<file path="src/rtl/rom_arb_pkg.sv">
// Shared constants for the instruction-ROM port arbiter: owner encoding
// for the read-response state machine and the debug burst counter width.
package rom_arb_pkg;

  localparam int unsigned BURST_W = 4;

  localparam logic [1:0] OWNER_NONE = 2'd0;
  localparam logic [1:0] OWNER_CORE = 2'd1;
  localparam logic [1:0] OWNER_DBG  = 2'd2;

endpackage : rom_arb_pkg

</file>
<file path="src/rtl/rom_port_arb_if.sv">
// Bundle of the fetch, debug and ROM-side signals around the ROM port
// arbiter. The slave modport is the arbiter's view; master is the
// surrounding requesters plus the ROM.
interface rom_port_arb_if #(
  parameter int unsigned AW = 32,
  parameter int unsigned DW = 32
) ();

  // fetch requester
  logic          core_req;
  logic [AW-1:0] core_addr;
  logic          core_gnt;
  logic          core_rvalid;
  logic [DW-1:0] core_rdata;

  // debug requester
  logic          dbg_req;
  logic          dbg_we;
  logic [AW-1:0] dbg_addr;
  logic [DW-1:0] dbg_wdata;
  logic          dbg_gnt;
  logic          dbg_rvalid;
  logic [DW-1:0] dbg_rdata;

  // ROM port
  logic          rom_wen;
  logic [AW-1:0] rom_w_addr;
  logic [DW-1:0] rom_w_data;
  logic          rom_ren;
  logic [AW-1:0] rom_r_addr;
  logic [DW-1:0] rom_r_data;

  modport slave (
    input  core_req, core_addr,
    output core_gnt, core_rvalid, core_rdata,
    input  dbg_req, dbg_we, dbg_addr, dbg_wdata,
    output dbg_gnt, dbg_rvalid, dbg_rdata,
    output rom_wen, rom_w_addr, rom_w_data, rom_ren, rom_r_addr,
    input  rom_r_data
  );

  modport master (
    output core_req, core_addr,
    input  core_gnt, core_rvalid, core_rdata,
    output dbg_req, dbg_we, dbg_addr, dbg_wdata,
    input  dbg_gnt, dbg_rvalid, dbg_rdata,
    input  rom_wen, rom_w_addr, rom_w_data, rom_ren, rom_r_addr,
    output rom_r_data
  );

endinterface : rom_port_arb_if

</file>
<file path="src/rtl/rom_port_arb.sv">
// Single instruction-ROM port arbiter between core fetch and JTAG debug.
// Debug wins by default; a burst counter hands the port to a pending fetch
// after DBG_BURST_MAX consecutive debug grants. halt_i blocks fetch fully.
// Read data returns one cycle after the grant, steered by the owner register.
// Optional build macro ROM_ARB_PERF_EN adds conflict/stall counters.
module rom_port_arb
  import rom_arb_pkg::*;
#(
  parameter int unsigned AW            = 32,
  parameter int unsigned DW            = 32,
  parameter int unsigned DBG_BURST_MAX = 4
`ifdef ROM_ARB_PERF_EN
  , parameter int unsigned CNT_W       = 16
`endif
) (
  input  logic                clk,
  input  logic                rstn,
  input  logic                halt_i,
  rom_port_arb_if.slave       bus
`ifdef ROM_ARB_PERF_EN
  , output logic [CNT_W-1:0]  perf_conflict_cnt
`endif
);

  localparam logic [BURST_W-1:0] BURST_LIM = BURST_W'(DBG_BURST_MAX);

  logic               fetch_ok;
  logic               core_gnt_c;
  logic               dbg_gnt_c;
  logic [BURST_W-1:0] burst_q;
  logic [BURST_W-1:0] burst_d;
  logic [1:0]         owner_q;
  logic [1:0]         owner_d;
  logic               rom_wen_c;
  logic               rom_ren_c;
  logic [AW-1:0]      r_addr_c;
  logic [AW-1:0]      w_addr_c;
  logic [DW-1:0]      w_data_c;
  logic               core_rvalid;
  logic               dbg_rvalid;

  // Grant decision: debug first unless it has used up its burst allowance
  always_comb begin
    fetch_ok   = bus.core_req & ~halt_i;
    dbg_gnt_c  = bus.dbg_req & (~fetch_ok | (burst_q < BURST_LIM));
    core_gnt_c = fetch_ok & ~dbg_gnt_c;
  end

  // ROM drive for the granted requester; idle port drives zeros
  always_comb begin
    rom_wen_c = 1'b0;
    rom_ren_c = 1'b0;
    r_addr_c  = '0;
    w_addr_c  = '0;
    w_data_c  = '0;
    if (core_gnt_c) begin
      rom_ren_c = 1'b1;
      r_addr_c  = bus.core_addr;
    end else if (dbg_gnt_c) begin
      if (bus.dbg_we) begin
        rom_wen_c = 1'b1;
        w_addr_c  = bus.dbg_addr;
        w_data_c  = bus.dbg_wdata;
      end else begin
        rom_ren_c = 1'b1;
        r_addr_c  = bus.dbg_addr;
      end
    end
  end

  // Next owner and burst count; burst only advances while fetch is waiting
  always_comb begin
    owner_d = OWNER_NONE;
    burst_d = '0;
    if (core_gnt_c) begin
      owner_d = OWNER_CORE;
    end else if (dbg_gnt_c && !bus.dbg_we) begin
      owner_d = OWNER_DBG;
    end
    if (dbg_gnt_c && fetch_ok) begin
      burst_d = (burst_q < BURST_LIM) ? burst_q + BURST_W'(1) : burst_q;
    end
  end

  // Owner and burst state registers
  always_ff @(posedge clk or negedge rstn) begin
    if (!rstn) begin
      owner_q <= OWNER_NONE;
      burst_q <= '0;
    end else begin
      owner_q <= owner_d;
      burst_q <= burst_d;
    end
  end

  assign core_rvalid = (owner_q == OWNER_CORE);
  assign dbg_rvalid  = (owner_q == OWNER_DBG);

  assign bus.core_gnt    = core_gnt_c;
  assign bus.dbg_gnt     = dbg_gnt_c;
  assign bus.rom_wen     = rom_wen_c;
  assign bus.rom_ren     = rom_ren_c;
  assign bus.rom_r_addr  = r_addr_c;
  assign bus.rom_w_addr  = w_addr_c;
  assign bus.rom_w_data  = w_data_c;
  assign bus.core_rvalid = core_rvalid;
  assign bus.dbg_rvalid  = dbg_rvalid;
  assign bus.core_rdata  = core_rvalid ? bus.rom_r_data : '0;
  assign bus.dbg_rdata   = dbg_rvalid  ? bus.rom_r_data : '0;

`ifdef ROM_ARB_PERF_EN
  logic             conflict;
  logic             stall;
  logic [CNT_W-1:0] conflict_q;
  logic [CNT_W-1:0] stall_cnt_q;

  assign conflict = fetch_ok & bus.dbg_req;
  assign stall    = fetch_ok & ~core_gnt_c;

  // Saturating conflict and fetch-stall counters
  always_ff @(posedge clk or negedge rstn) begin
    if (!rstn) begin
      conflict_q  <= '0;
      stall_cnt_q <= '0;
    end else begin
      if (conflict && (conflict_q != '1)) begin
        conflict_q <= conflict_q + CNT_W'(1);
      end
      if (stall && (stall_cnt_q != '1)) begin
        stall_cnt_q <= stall_cnt_q + CNT_W'(1);
      end
    end
  end

  assign perf_conflict_cnt = conflict_q;
`endif

endmodule : rom_port_arb
</file>
<file path="src/flat_wrapper.sv">
// flat-port wrapper written by rule: the top's interface ports become plain ports
module rom_port_arb_flat import rom_arb_pkg::*;
#(
  parameter int unsigned AW            = 32,
  parameter int unsigned DW            = 32,
  parameter int unsigned DBG_BURST_MAX = 4

)
  (clk, rstn, halt_i, bus_core_req, bus_core_addr, bus_core_gnt, bus_core_rvalid, bus_core_rdata, bus_dbg_req, bus_dbg_we, bus_dbg_addr, bus_dbg_wdata, bus_dbg_gnt, bus_dbg_rvalid, bus_dbg_rdata, bus_rom_wen, bus_rom_w_addr, bus_rom_w_data, bus_rom_ren, bus_rom_r_addr, bus_rom_r_data);
  rom_port_arb_if #(.AW(AW), .DW(DW)) bus_i ();
  input  logic clk;
  input  logic rstn;
  input  logic halt_i;
  input wire logic [$bits(bus_i.core_req)-1:0] bus_core_req;
  input wire logic [$bits(bus_i.core_addr)-1:0] bus_core_addr;
  output wire logic [$bits(bus_i.core_gnt)-1:0] bus_core_gnt;
  output wire logic [$bits(bus_i.core_rvalid)-1:0] bus_core_rvalid;
  output wire logic [$bits(bus_i.core_rdata)-1:0] bus_core_rdata;
  input wire logic [$bits(bus_i.dbg_req)-1:0] bus_dbg_req;
  input wire logic [$bits(bus_i.dbg_we)-1:0] bus_dbg_we;
  input wire logic [$bits(bus_i.dbg_addr)-1:0] bus_dbg_addr;
  input wire logic [$bits(bus_i.dbg_wdata)-1:0] bus_dbg_wdata;
  output wire logic [$bits(bus_i.dbg_gnt)-1:0] bus_dbg_gnt;
  output wire logic [$bits(bus_i.dbg_rvalid)-1:0] bus_dbg_rvalid;
  output wire logic [$bits(bus_i.dbg_rdata)-1:0] bus_dbg_rdata;
  output wire logic [$bits(bus_i.rom_wen)-1:0] bus_rom_wen;
  output wire logic [$bits(bus_i.rom_w_addr)-1:0] bus_rom_w_addr;
  output wire logic [$bits(bus_i.rom_w_data)-1:0] bus_rom_w_data;
  output wire logic [$bits(bus_i.rom_ren)-1:0] bus_rom_ren;
  output wire logic [$bits(bus_i.rom_r_addr)-1:0] bus_rom_r_addr;
  input wire logic [$bits(bus_i.rom_r_data)-1:0] bus_rom_r_data;
  assign bus_i.core_req = bus_core_req;
  assign bus_i.core_addr = bus_core_addr;
  assign bus_core_gnt = bus_i.core_gnt;
  assign bus_core_rvalid = bus_i.core_rvalid;
  assign bus_core_rdata = bus_i.core_rdata;
  assign bus_i.dbg_req = bus_dbg_req;
  assign bus_i.dbg_we = bus_dbg_we;
  assign bus_i.dbg_addr = bus_dbg_addr;
  assign bus_i.dbg_wdata = bus_dbg_wdata;
  assign bus_dbg_gnt = bus_i.dbg_gnt;
  assign bus_dbg_rvalid = bus_i.dbg_rvalid;
  assign bus_dbg_rdata = bus_i.dbg_rdata;
  assign bus_rom_wen = bus_i.rom_wen;
  assign bus_rom_w_addr = bus_i.rom_w_addr;
  assign bus_rom_w_data = bus_i.rom_w_data;
  assign bus_rom_ren = bus_i.rom_ren;
  assign bus_rom_r_addr = bus_i.rom_r_addr;
  assign bus_i.rom_r_data = bus_rom_r_data;
  rom_port_arb #(.AW(AW), .DW(DW), .DBG_BURST_MAX(DBG_BURST_MAX)) u_core (.clk(clk), .rstn(rstn), .halt_i(halt_i), .bus(bus_i));
endmodule
</file>
<file path="config.mk">
export PLATFORM = sky130hd
export DESIGN_NAME = rom_port_arb_flat
export DESIGN_NICKNAME = d
export VERILOG_FILES = /design/src/rtl/rom_arb_pkg.sv /design/src/rtl/rom_port_arb_if.sv /design/src/rtl/rom_port_arb.sv /design/src/flat_wrapper.sv
export SDC_FILE = /design/constraint.sdc
export NUM_CORES = 1
export LEC_CHECK = 0
export CORE_AREA = 3 3 116 118
export CTS_CLUSTER_DIAMETER = 60
export CTS_CLUSTER_SIZE = 28
export DETAILED_ROUTE_END_ITERATION = 7
export DIE_AREA = 0 0 119 121
export PLACE_DENSITY = 0.65
export SKIP_LAST_GASP = 1
export SYNTH_ARGS = -nofsm -noshare
export SYNTH_HDL_FRONTEND = slang
export SYNTH_SLANG_ARGS = --single-unit
</file>
<file path="constraint.sdc">
create_clock -name clk -period 3.2 [get_ports clk]
set_input_delay 0.32 -clock clk [delete_from_list [all_inputs] [get_ports clk]]
set_output_delay 0.32 -clock clk [all_outputs]
set_load 0.05 [all_outputs]
</file>
==> qor.yml <==
setup_violations: 0
holdWs_ns: 0.343
port_buffers: 299
grt-ovfl-total: 0
hold_viol: 0
diodes: 0
ys_warn_count: 0
drive_gt1_share_pct: 24.1
drtPass1Iterations: 4
setup_tns_ns: 0
rows: 41
critPathMaxFanout: 35
root_buffer: "clkbuf_16"
layout_min_cycle_time_ns: 2.35
gr-usage-met1_pct: 14.6
status: "finished clean"
synthCells: 210
yosysMostFrequentCell: "and3_1"
dr_total_vias: 2758
clock_latency_ns: 0.22
regArea_um2: 150
use_met2_pct: 29.4
design_area_um2: 5730
ys_ff_latch: 6
finalCritPeriodShare_pct: 73.5
hold_path.class: "primary input to async pin"
cts_hold_buf: 0
postPlaceCellArea_um2: 5660
h-tree-depth: 1
antenna_found_initial: 0
die_x_um: 119
drtIter0Drc: 62
io_pins: 300
wl_um: 11300
power_mw: 1.28
netlist_area_um2: 1540
syn_to_final_growth_pct: 273
post_cts_resized: 0
synth_common_cells: "and3_1, and2_1, a22o_1, clkbuf_1"
yosysUniqueCellTypes: 21
clockBufferDepth: 2
grt_pass1_wl_um: 16700
powerDensity_nw_per_um2: 224
drc: 0
syn_nets: 345
multi_input_area_um2: 1230
initial_utilization_pct: 12.2
maxCapViolCount: 0
place_congestion: 0.807
synth_top_cell_by_area: "and3_1"
report.final.slew_viol_count: 0
arrival_ns: 2.03
ys_async_sr_fraction_pct: 100
use_met3_pct: 4.80
die_height_um: 121
grt-busiest-layer: "met2"
yosys_most_used_dff: "dfrtp_1"
synth-edff-count: 0
ir_drop_v: 0.000123
grt_usage_pct: 14.6
fin_nets: 630
seq_area_frac_synth_pct: 9.77
synth_top_cells_by_area: "and3_1, and2_1, a22o_1, dfrtp_1, buf_6"
fmax_ghz: 0.425
grt_pass1_vias: 2973
via_per_inst: 4.15
skew_ns: 0.00244
cts_inserted_buffers: 3
cts_tree: "done"
worstMarginPinSlew_ns: 0.525
leakage_nw: 2.51
cts_setup_buffers: 0
core_um2: 12600
crit_path_end_kind: "output pin"
fillers: 1194
syn_area_per_cell_um2: 7.32
wl_per_cell_um: 17.0
required_ns: 2.88
rsz0062_at_grt: "no"
startpoint_type: "primary input"
dieArea_um2: 14400
ant_nets: 0
grt_max_degree: 66
synth_top_area_share_pct: 26.9
clock_sinks: 6
worstSetupPathType: "primary input to output pin"
dp_hpwl_um: 10100
clkTransAtPathRegs_ns: 0.03
slew_headroom_pct: 64.9
[layer usage]
layer	vias to the layer above	part of all wire, %
met3	8	10
met4	0	0.72
met2	188	55
met5	-	0
met1	1251	34
li1	1311	-
[registers in the layout (all words and copies together) (netlist names)]
name and count:
u_core.owner_q 2, u_core.burst_q 4
[layout by cell type (no fill, tap or decap), types with 2 or more instances in the layout]
| cell type | n |
|---|---|
| buf_12 | 101 |
| and3_1 | 66 |
| buf_4 | 7 |
| and2_1 | 65 |
| clkbuf_16 | 3 |
| nor2b_4 | 2 |
| nor2b_1 | 2 |
| clkdlybuf4s50_1 | 198 |
| dfrtp_1 | 6 |
| a22o_1 | 32 |
[area by class of cell]
| class | instances | area share, % |
|---|---|---|
| tap | 172 | 3.75 |
| sequential | 6 | 2.62 |
| clock buffer | 3 | 1.31 |
| timing repair buffer | 307 | 70.8 |
| multi-input combinational | 177 | 21.5 |
[cells by family after synthesis]
family          share of synthesized area (%)
simple gates                             58.1
compound gates                           20.5
buf+inv                                  10.5
flops                                    9.77
fa+ha+maj                               0.814
other cells                             0.244
[stage by stage]
stage	utilization, %	std cells	setup slack, ns
after global placement	45.0	662	0.882
after detailed placement	45.0	662	0.839
after floorplan	-	210	1.19
after CTS	45.6	665	0.840
final	45.6	665	0.847
after global routing	45.6	665	0.749
[critical path, stage by stage]
cell,delay [ns]
clkdlybuf4s50_1,0.45
nor2b_4,0.25
nor2b_4,0.17
buf_4,0.38
a22o_1,0.28
buf_12,0.15
[power breakdown]
part	total, mW	leakage [nW]	internal (mW)	switching (mW)
logic	1.01	2.39	0.487	0.520
clock network	0.198	0.0370	0.160	0.0382
registers	0.0800	0.0795	0.0787	0.00131
[path summary, 6_finish.rpt]
check / endpoint / slack, ns / cells past startpoint / start
min in group clk: u_core.burst_q[0] / 0.43 / 1 / u_core.burst_q[0]
min reg2reg: u_core.burst_q[0] / 0.43 / 1 / u_core.burst_q[0]
min: u_core.burst_q[2] / 0.34 / 1 / rstn
max: bus_rom_r_addr[16] / 0.85 / 6 / bus_core_req
max in group asynchronous: u_core.burst_q[1] / 2.64 / 1 / rstn
max reg2reg: u_core.owner_q[1] / 1.80 / 3 / u_core.burst_q[3]
(Power assumes the default switching activity.)
